<file path="src/rtl/emap_pkg.sv">
// Shared types and constants for the Emap gather sequencer and its datapath.
package emap_pkg;

  // Sequencer states.
  typedef enum logic [1:0] {
    S_IDLE  = 2'd0,
    S_ISSUE = 2'd1,
    S_DRAIN = 2'd2
  } state_e;

  localparam int unsigned DEF_GATHER_LAT     = 2;
  localparam int unsigned DEF_CREDITS        = 4;
  localparam int unsigned DEF_NO_OF_ELEMENTS = 16;

  // Column index value marking an unused lane; the datapath treats it as "no element".
  localparam logic [31:0] INVALID_COL = 32'hFFFF_FFFF;

endpackage : emap_pkg

</file>
<file path="src/rtl/emap_valid_pipe.sv">
// Fixed-latency delay line carrying {valid, last} alongside the gather datapath.
// `pending` reports valid bits in every stage except the output stage, so a
// consumer can tell that the chunk currently at the output is the final one.
module emap_valid_pipe #(
  parameter int DEPTH = 2
) (
  input  logic clk,
  input  logic rst_n,
  input  logic clr,
  input  logic in_valid,
  input  logic in_last,
  output logic out_valid,
  output logic out_last,
  output logic pending
);

  logic [DEPTH-1:0] valid_q, valid_d;
  logic [DEPTH-1:0] last_q,  last_d;

  // Shift one stage per cycle; clear wipes every stage so no stale chunk escapes.
  always_comb begin
    // NOTE: every signal written here gets a value on every path, otherwise a latch is inferred.
    valid_d[0] = in_valid;
    last_d[0]  = in_last;
    for (int i = 1; i < DEPTH; i++) begin
      valid_d[i] = valid_q[i-1];
      last_d[i]  = last_q[i-1];
    end
    if (clr) begin
      valid_d = '0;
      last_d  = '0;
    end
  end

  // Any chunk still in flight ahead of the output stage.
  always_comb begin
    pending = 1'b0;
    for (int i = 0; i < DEPTH - 1; i++) begin
      pending = pending | valid_q[i];
    end
  end

  // Stage registers.
  always_ff @(posedge clk or negedge rst_n) begin
    if (!rst_n) begin
      valid_q <= '0;
      last_q  <= '0;
    end else begin
      valid_q <= valid_d;
      last_q  <= last_d;
    end
  end

  assign out_valid = valid_q[DEPTH-1];
  assign out_last  = last_q[DEPTH-1];

endmodule : emap_valid_pipe

</file>
<file path="src/rtl/emap_gather_ctrl.sv">
// Job sequencer for the 16-wide gather datapath: fetches one index word per
// chunk under credit control, pulses gather_start per chunk and tags the
// datapath output with out_valid/out_last.
module emap_gather_ctrl
  import emap_pkg::*;
#(
  parameter int unsigned NO_OF_ELEMENTS_IN_OUTPUT = DEF_NO_OF_ELEMENTS,
  parameter int unsigned IDX_ADDR_W               = 16,
  parameter int unsigned CNT_W                    = 32,
  parameter int unsigned GATHER_LAT               = DEF_GATHER_LAT,
  parameter int unsigned CREDITS                  = DEF_CREDITS
) (
  input  logic                  clk,
  input  logic                  rst_n,
  input  logic                  job_valid,
  output logic                  job_ready,
  input  logic [IDX_ADDR_W-1:0] job_base,
  input  logic [CNT_W-1:0]      job_multiples,
  output logic                  idx_rd_en,
  output logic [IDX_ADDR_W-1:0] idx_rd_addr,
  output logic                  gather_start,
  output logic                  out_valid,
  output logic                  out_last,
  input  logic                  credit_return,
  input  logic                  abort,
  output logic                  job_done,
  output logic                  credit_err
);

  localparam int unsigned     CRED_W   = $clog2(CREDITS + 1);
  localparam logic [CRED_W-1:0] CRED_MAX = CRED_W'(CREDITS);

  // The index word holds one 32-bit column per element; the chunk counter must
  // be able to address every index word.
  if (NO_OF_ELEMENTS_IN_OUTPUT != DEF_NO_OF_ELEMENTS || CNT_W < IDX_ADDR_W || GATHER_LAT < 1)
  begin : g_param_check
    $error("emap_gather_ctrl: unsupported parameter combination");
  end

  state_e                state_q, state_d;
  logic [IDX_ADDR_W-1:0] base_q, base_d;
  logic [CNT_W-1:0]      mult_q, mult_d;
  logic [CNT_W-1:0]      k_q, k_d;
  logic [CRED_W-1:0]     credits_q, credits_d;
  logic                  start_q, start_d;
  logic                  start_last_q, start_last_d;
  logic                  done_q, done_d;
  logic                  err_q, err_d;

  logic issue;
  logic last_issue;
  logic ret_ok;
  logic pipe_pending;

  // One index fetch per cycle while issuing and a downstream slot is free.
  assign issue      = (state_q == S_ISSUE) && (credits_q != '0);
  assign last_issue = issue && ((k_q + CNT_W'(1)) == mult_q);
  // A return at full credit only counts when an issue consumes a slot in the same cycle.
  assign ret_ok     = credit_return && ((credits_q != CRED_MAX) || issue);

  // Next-state, credit and tag computation; abort overrides everything.
  always_comb begin
    state_d      = state_q;
    base_d       = base_q;
    mult_d       = mult_q;
    k_d          = k_q + CNT_W'(issue);
    credits_d    = credits_q - CRED_W'(issue) + CRED_W'(ret_ok);
    start_d      = issue;
    start_last_d = last_issue;
    done_d       = 1'b0;
    err_d        = err_q | (credit_return && (credits_q == CRED_MAX) && !issue);

    case (state_q)
      S_IDLE: begin
        if (job_valid) begin
          base_d = job_base;
          mult_d = job_multiples;
          k_d    = '0;
          if (job_multiples == '0) begin
            done_d = 1'b1;
          end else begin
            state_d = S_ISSUE;
          end
        end
      end
      S_ISSUE: begin
        if (last_issue) state_d = S_DRAIN;
      end
      S_DRAIN: begin
        // Done once only the final chunk (at the pipe output) remains.
        if (!start_q && !pipe_pending) begin
          done_d  = 1'b1;
          state_d = S_IDLE;
        end
      end
      default: state_d = S_IDLE;
    endcase

    if (abort) begin
      state_d      = S_IDLE;
      base_d       = base_q;
      mult_d       = mult_q;
      k_d          = k_q;
      credits_d    = CRED_MAX;
      start_d      = 1'b0;
      start_last_d = 1'b0;
      done_d       = 1'b0;
    end
  end

  // Sequencer state and registered outputs.
  always_ff @(posedge clk or negedge rst_n) begin
    if (!rst_n) begin
      state_q      <= S_IDLE;
      base_q       <= '0;
      mult_q       <= '0;
      k_q          <= '0;
      credits_q    <= CRED_MAX;
      start_q      <= 1'b0;
      start_last_q <= 1'b0;
      done_q       <= 1'b0;
      err_q        <= 1'b0;
    end else begin
      // NOTE: non-blocking assignments so every flop samples pre-edge values.
      state_q      <= state_d;
      base_q       <= base_d;
      mult_q       <= mult_d;
      k_q          <= k_d;
      credits_q    <= credits_d;
      start_q      <= start_d;
      start_last_q <= start_last_d;
      done_q       <= done_d;
      err_q        <= err_d;
    end
  end

  emap_valid_pipe #(
    .DEPTH (int'(GATHER_LAT))
  ) u_valid_pipe (
    .clk       (clk),
    .rst_n     (rst_n),
    .clr       (abort),
    .in_valid  (start_q),
    .in_last   (start_last_q),
    .out_valid (out_valid),
    .out_last  (out_last),
    .pending   (pipe_pending)
  );

  assign job_ready    = (state_q == S_IDLE);
  assign idx_rd_en    = issue;
  assign idx_rd_addr  = base_q + IDX_ADDR_W'(k_q);
  assign gather_start = start_q;
  assign job_done     = done_q;
  assign credit_err   = err_q;

endmodule : emap_gather_ctrl

</file>
<file path="config.mk">
export PLATFORM = sky130hd
export DESIGN_NAME = emap_gather_ctrl
export DESIGN_NICKNAME = d
export VERILOG_FILES = /design/src/rtl/emap_pkg.sv /design/src/rtl/emap_valid_pipe.sv /design/src/rtl/emap_gather_ctrl.sv
export SDC_FILE = /design/constraint.sdc
export NUM_CORES = 1
export LEC_CHECK = 0
export ABC_CLOCK_PERIOD_IN_PS = 6300
export BUFFER_PORTS_ARGS = -buffer_cell sky130_fd_sc_hd__buf_2
export CORE_MARGIN = 1
export CORE_UTILIZATION = 54
export DETAILED_ROUTE_END_ITERATION = 10
export GPL_TIMING_DRIVEN = 0
export PLACE_DENSITY = 0.81
export SLEW_MARGIN = 20
export SYNTH_ARGS = -nofsm -noshare
export SYNTH_HDL_FRONTEND = slang
export SYNTH_SLANG_ARGS = --single-unit
</file>
<file path="constraint.sdc">
create_clock -name clk -period 6.3 [get_ports clk]
set_clock_uncertainty 0.05 [all_clocks]
set_input_delay 1.26 -clock clk [delete_from_list [all_inputs] [get_ports clk]]
set_output_delay 1.26 -clock clk [all_outputs]
set_load 0.02 [all_outputs]
</file>
==> qor.txt, run 1 <==
Pwr per Cell Area - 352 nW/um^2
Seq/Total Area, Yosys - 39.9%
LEAKAGE - 2.91 nW
1st-pass router iterations - 5
Synth warnings - 0
RD Place Congestion - 0.919
Area grow syn2layout - 13.8%
Reg2reg start - credits_q[2]
Placed cells - 811
Final Hold Fails - 0
CP bufs+invs - 1
CTS tree - done
Setup crit end kind - output pin
Hold-critical path depth - 1
HPWL Detailed - 11000 um
Num CTS Buffers - 9
DR vias - 4888
Setup total negative slack - 0 ns
Ys async rst share - 100%
Crit path DAT - 3.69 ns
Rows - 37
Worst path max stage delay - 0.83 ns
Die ar. - 11200 um^2
FF-to-FF setup slack - 2.78 ns
Final setup violation count - 0
Die extent in y - 106 um
Worst reg-to-reg path cell count - 12
Clk sinks - 93
Synthesized area - 5840 um^2
ANT nets after route - 0
Worst skew pair latency - 0.39 ns
Ant. Diodes - 0
Die width - 106 um
Worst r2r dst - k_q[26]
Worst hold path type - flip-flop to flip-flop
Post-Route WL - 14300 um
Hold Path Sink - u_valid_pipe.last_q[0]
Layout cell share with drive strength beyond 1 - 24.6%
Crit-path slowest cell - a2111oi_0
PortBufs - 75
Core Area - 10400 um^2
Startpoint Class - flip-flop
Largest net degree at the start of global routing - 67
Top area cells in the synthesized netlist - dfrtp_1, mux2_2, xor2_1
# DRC - 0
Period utilization - 79.4%
Most frequent cells in the layout - dfrtp_1, buf_2, nor2_1
Synth cell types - 64
Syn avg cell area - 9.75 um^2
Area after DPL - 6430 um^2
Worst-path clk slew - 0.08 ns
Final Cell Area - 6650 um^2
Hold buffers post-CTS - 0
Post-Synthesis Cells - 599
Yosys top cell by area - dfrtp_1
Post-CTS sizing - 0
Starting Density - 56.1%
Initial antenna violation count - 0
Finished Layout Cells - 826
Ports - 76
Finished Core Util - 63.8%
CP top delay family - compound AO/OA/AOI/OAI gates
Post-route minimum period - 5.00 ns
RSZ-0062 raised after global routing - no
H-tree Lvls - 3
Max_cap viols - 0
Commonest non-fill, non-tap cell in the layout - dfrtp_1
First-pass GRT wire length - 23800 um
Number of global-route vias before repair - 4712
Longest Clk Path Bufs - 2
Slew Limit Fails - 0
Via density - 5.92
Worst Path Required - 4.99 ns
Yosys top cell area share - 39.4%
DR WL/cell - 17.3 um
Actual slew at the worst max-slew pin - 0.914 ns
Worst VDD drop - 0.235 mV
Total global routing overflow - 0
Syn nets - 673
WS Path Type - flip-flop to output pin
Run status - completed
Register bit total from synthesis - 93
Postcts setup bufs - 0
Ys flop type - dfrtp_1
CP Max Fanout - 7
Number of synthesized flops with an enable pin - 0
GR Util All Layers - 27.4%
Clock Tree Root - clkbuf_8
CP Cell Sequence - ha_1 > a21o_1 > a21oi_1 > o21ai_0 > a2111oi_0 > o31ai_1 > a221oi_1 > xnor2_1 > buf_2
Max Clk Rate - 0.200 GHz
Worst slew margin - 37.5%
Initial DRC Count - 378
Min-delay src - start_last_q
Fill cell count - 866
Final net count - 760
[cell type report]
type | instances | area (um^2) | share of cell area (%)
multi-input cells | 458 | 3330 | 50.1
clock buffers | 10 | 138 | 2.07
repair buffers | 76 | 409 | 6.15
plain buffers | 32 | 135 | 2.03
inverters | 16 | 60.1 | 0.903
clock inverters | 5 | 75.1 | 1.13
flip-flops and latches | 93 | 2330 | 35.0
well taps | 136 | 170 | 2.56
[cell families (layout without fill, tap and decap cells)]
family	after synthesis	count (layout)	share of synthesized area, %
xor+xnor	85	85	12.7
simple gates	226	226	20.7
compound gates	78	78	9.36
buf+inv	48	139	3.34
mux	48	48	9.25
fa+ha+maj	21	21	4.76
flops	93	93	39.9
[power breakdown]
group	internal (mW)	switching, mW	total [mW]
Clock	0.230	0.215	0.445
Sequential	0.765	0.140	0.906
Combinational	0.457	0.529	0.986
[worst max-delay path by stage]
stage / depth (start not counted) / slack [ns] / from / endpoint
final: 9 / 1.30 / k_q[1] / idx_rd_addr[15]
after global routing: 9 / 1.08 / k_q[1] / idx_rd_addr[15]
after CTS: 9 / 1.33 / k_q[1] / idx_rd_addr[15]
after detailed placement: 9 / 1.79 / k_q[1] / idx_rd_addr[15]
after global placement: 9 / 1.88 / k_q[1] / idx_rd_addr[15]
after floorplan: 8 / 2.46 / k_q[1] / idx_rd_addr[15]
[per-stage QoR]
stage	total power, mW	hold WS [ns]	worst slack (ns)
6_report	2.34	0.419	1.30
5_1_grt	2.49	0.445	1.08
4_1_cts	2.34	0.424	1.33
3_5_place_dp	1.89	0.400	1.79
3_3_place_gp	1.84	0.403	1.88
2_1_floorplan	1.62	0.389	2.46
[routing by layer]
metal | global-route usage [%] | share of wire, % | vias up
met5 | 0 | 0 | -
met3 | 6.13 | 5.7 | 14
li1 | - | - | 2323
met1 | 37.9 | 46 | 2404
met2 | 43.7 | 47 | 147
met4 | 6.75 | 1.2 | 0
[registers in the layout, summed over array words and instances (netlist names), 2 cells and up]
| name | count |
|---|---|
| mult_q | 32 |
| k_q | 32 |
| state_q | 2 |
| u_valid_pipe.valid_q | 2 |
| u_valid_pipe.last_q | 2 |
| credits_q | 3 |
| base_q | 16 |
[synth_stat cells (3+ instances only)]
master	instances
or4_1	6
inv_1	16
nor2_1	59
nand2b_1	5
nor4b_1	3
ha_1	19
nand3_1	16
nor4_1	19
mux2_2	48
buf_1	3
nor2b_1	9
buf_2	12
o311ai_0	3
o21bai_1	3
xor2_1	43
nand4_1	22
and3_1	3
xnor2_1	42
nand2_1	43
nor3_1	11
clkbuf_1	17
or2_2	6
dfrtp_1	92
o21ai_0	9
a31oi_1	5
a21o_1	5
a211oi_1	7
a21oi_1	18
and4_1	6
or3_1	5
(Power assumes the default switching activity.)
==> run 2, diff against run 1 <==
ABC_AREA = 1   (was unset)
ABC_CLOCK_PERIOD_IN_PS = 4500   (was 6300)
CORE_UTILIZATION = 53   (was 54)
PLACE_DENSITY = 0.83   (was 0.81)
clock period = 4.5 ns   (was 6.3 ns; I/O delays follow)
==> run 2 against run 1 <==
Compared with the run above:
- sequential power rose by 32%
- final cell count grew 33%
- non-clock buffer count down 17
- sequential share of layout area shrank 1.7 points
- worst hold slack got worse by 0.0037 ns
- worst setup slack worse by 0.60 ns
- register-to-register slack worse by 1.4 ns
- largest power group is now sequential cells
- clock power up 71%
- utilization decreased by 0.39 points
- largest cell class unchanged
- synthesized area up 4.8%
- die area up 6.7%
==> qor.txt, run 2 <==
Setup crit end kind - output pin
First-pass GRT wire length - 25800 um
Die ar. - 12000 um^2
Initial antenna violation count - 0
Starting Density - 55.5%
RSZ-0062 raised after global routing - no
Startpoint Class - flip-flop
Final Cell Area - 7000 um^2
Worst-path clk slew - 0.07 ns
DR WL/cell - 14.2 um
Syn avg cell area - 7.10 um^2
Metal2 WL - 6860 um
Run status - completed
CP Max Fanout - 6
Yosys top cell area share - 37.6%
Core Area - 11000 um^2
LEAKAGE - 3.59 nW
Synthesized area - 6120 um^2
Final setup violation count - 0
Worst skew pair latency - 0.35 ns
CTS tree - done
Setup total negative slack - 0 ns
FF+latch area - 2330 um^2
PortBufs - 75
Max Clk Rate - 0.263 GHz
Place WS - 1.10 ns
Via density - 5.28
Crit path DAT - 2.85 ns
Die width - 109 um
Synth cell types - 46
RD Place Congestion - 0.957
Initial DRC Count - 343
Area grow syn2layout - 14.3%
Area after DPL - 6710 um^2
Clk sinks - 93
Syn nets - 937
Top area cells in the synthesized netlist - dfrtp_1, nand2_1, inv_1
Final Hold Fails - 0
Post-Synthesis Cells - 863
HPWL Detailed - 11900 um
Max_cap viols - 0
Synth warnings - 0
Post-Route WL - 15500 um
Regs by FF count - k_q x32, mult_q x32, base_q x16
Ys flop type - dfrtp_1
Hold buffers post-CTS - 0
Actual slew at the worst max-slew pin - 0.739 ns
Layout cell share with drive strength beyond 1 - 13.6%
Most frequent cells in the layout - nand2_1, inv_1, dfrtp_1
Ys async rst share - 100%
Hold_ws - 0.415 ns
Total global routing overflow - 0
Yosys top cell by area - dfrtp_1
Post-route minimum period - 3.80 ns
DR vias - 5780
Slew Limit Fails - 0
Ports - 76
Clock Tree Root - clkbuf_16
Number of synthesized flops with an enable pin - 0
Longest Clk Path Bufs - 2
Fill cell count - 1000
# DRC - 0
Largest net degree at the start of global routing - 49
ANT nets after route - 0
Commonest non-fill, non-tap cell in the layout - nand2_1
Number of global-route vias before repair - 5440
Period utilization - 84.4%
Die extent in y - 109 um
Area of the multi-input gates - 3300 um^2
Ant. Diodes - 0
WS Path Type - flip-flop to output pin
Finished Core Util - 63.4%
Postcts setup bufs - 0
Num CTS Buffers - 9
Worst slew margin - 50.8%
Finished Layout Cells - 1095
1st-pass router iterations - 5
Pwr per Cell Area - 430 nW/um^2
Max Used Layer - met4
Post-CTS sizing - 0
Post-route total power - 3.01 mW
FF-to-FF setup slack - 1.40 ns
H-tree Lvls - 3
Count leader, synth - nand2_1
Setup ws final - 0.702 ns
Placed cells - 1079
Final net count - 1024
Worst Path Required - 3.55 ns
Worst VDD drop - 0.268 mV
GR Util All Layers - 28.3%
Rows - 38
Post-synth top cells - nand2_1, inv_1, dfrtp_1
Worst hold path type - input port to asynchronous set/reset pin
Met1 wire length - 7140 um
Seq/Total Area, Yosys - 38.0%
Met3 WL post-DR - 1150 um
Register bit total from synthesis - 93
run 2: per-layer routing:
| metal | track usage (%) | vias up |
|---|---|---|
| met1 | 39.2 | 2629 |
| li1 | - | 2923 |
| met2 | 44.8 | 197 |
| met5 | 0 | - |
| met4 | 9.52 | 0 |
| met3 | 5.22 | 31 |
run 2: area by class of cell:
| cell class | instances | share of cell area (%) |
|---|---|---|
| repair buffers | 76 | 5.85 |
| clock inverters | 4 | 0.751 |
| flip-flops and latches | 93 | 33.3 |
| plain buffers | 15 | 0.876 |
| multi-input cells | 639 | 47.1 |
| clock buffers | 12 | 3.38 |
| well taps | 140 | 2.50 |
| inverters | 116 | 6.22 |
run 2: cell families (layout without fill, tap and decap cells):
| logic type | count (synthesis) | count (layout) | share of synthesized area [%] |
|---|---|---|---|
| AND/OR/NAND/NOR | 473 | 473 | 33.9 |
| AO/OA/AOI/OAI | 105 | 105 | 9.44 |
| buffers and inverters | 131 | 223 | 8.11 |
| adder cells (fa/ha/maj) | 21 | 21 | 4.54 |
| flip-flops | 93 | 93 | 38.0 |
| XOR/XNOR | 40 | 40 | 5.97 |
run 2: path summary, 6_finish.rpt:
check	start	end	depth (start not counted)
worst max register to register	state_q[0]	k_q[31]	17
worst min-delay path	rst_n	credits_q[1]	1
max in group asynchronous	rst_n	mult_q[30]	2
min in group clk	u_valid_pipe.last_q[0]	u_valid_pipe.last_q[1]	2
worst max-delay path	k_q[0]	idx_rd_addr[12]	12
worst min register to register	u_valid_pipe.last_q[0]	u_valid_pipe.last_q[1]	2
run 2: critical path: stages, from the launching register on:
cell     delay, ns
dfrtp_1       0.44
ha_1          0.17
inv_1         0.06
fa_1          0.41
o21ai_1       0.24
a21oi_1       0.17
o21ai_1       0.21
nand2_1       0.07
a21oi_1       0.22
nand3_1       0.10
nand2_1       0.08
xor2_1        0.13
buf_2         0.17
run 2: report_power, final:
group | total (mW) | switching [mW] | internal (mW) | leakage [nW]
Sequential | 1.20 | 0.171 | 1.03 | 1.21
Clock | 0.761 | 0.329 | 0.433 | 0.141
Combinational | 1.05 | 0.646 | 0.404 | 2.23
Total | 3.01 | 1.15 | 1.86 | 3.59
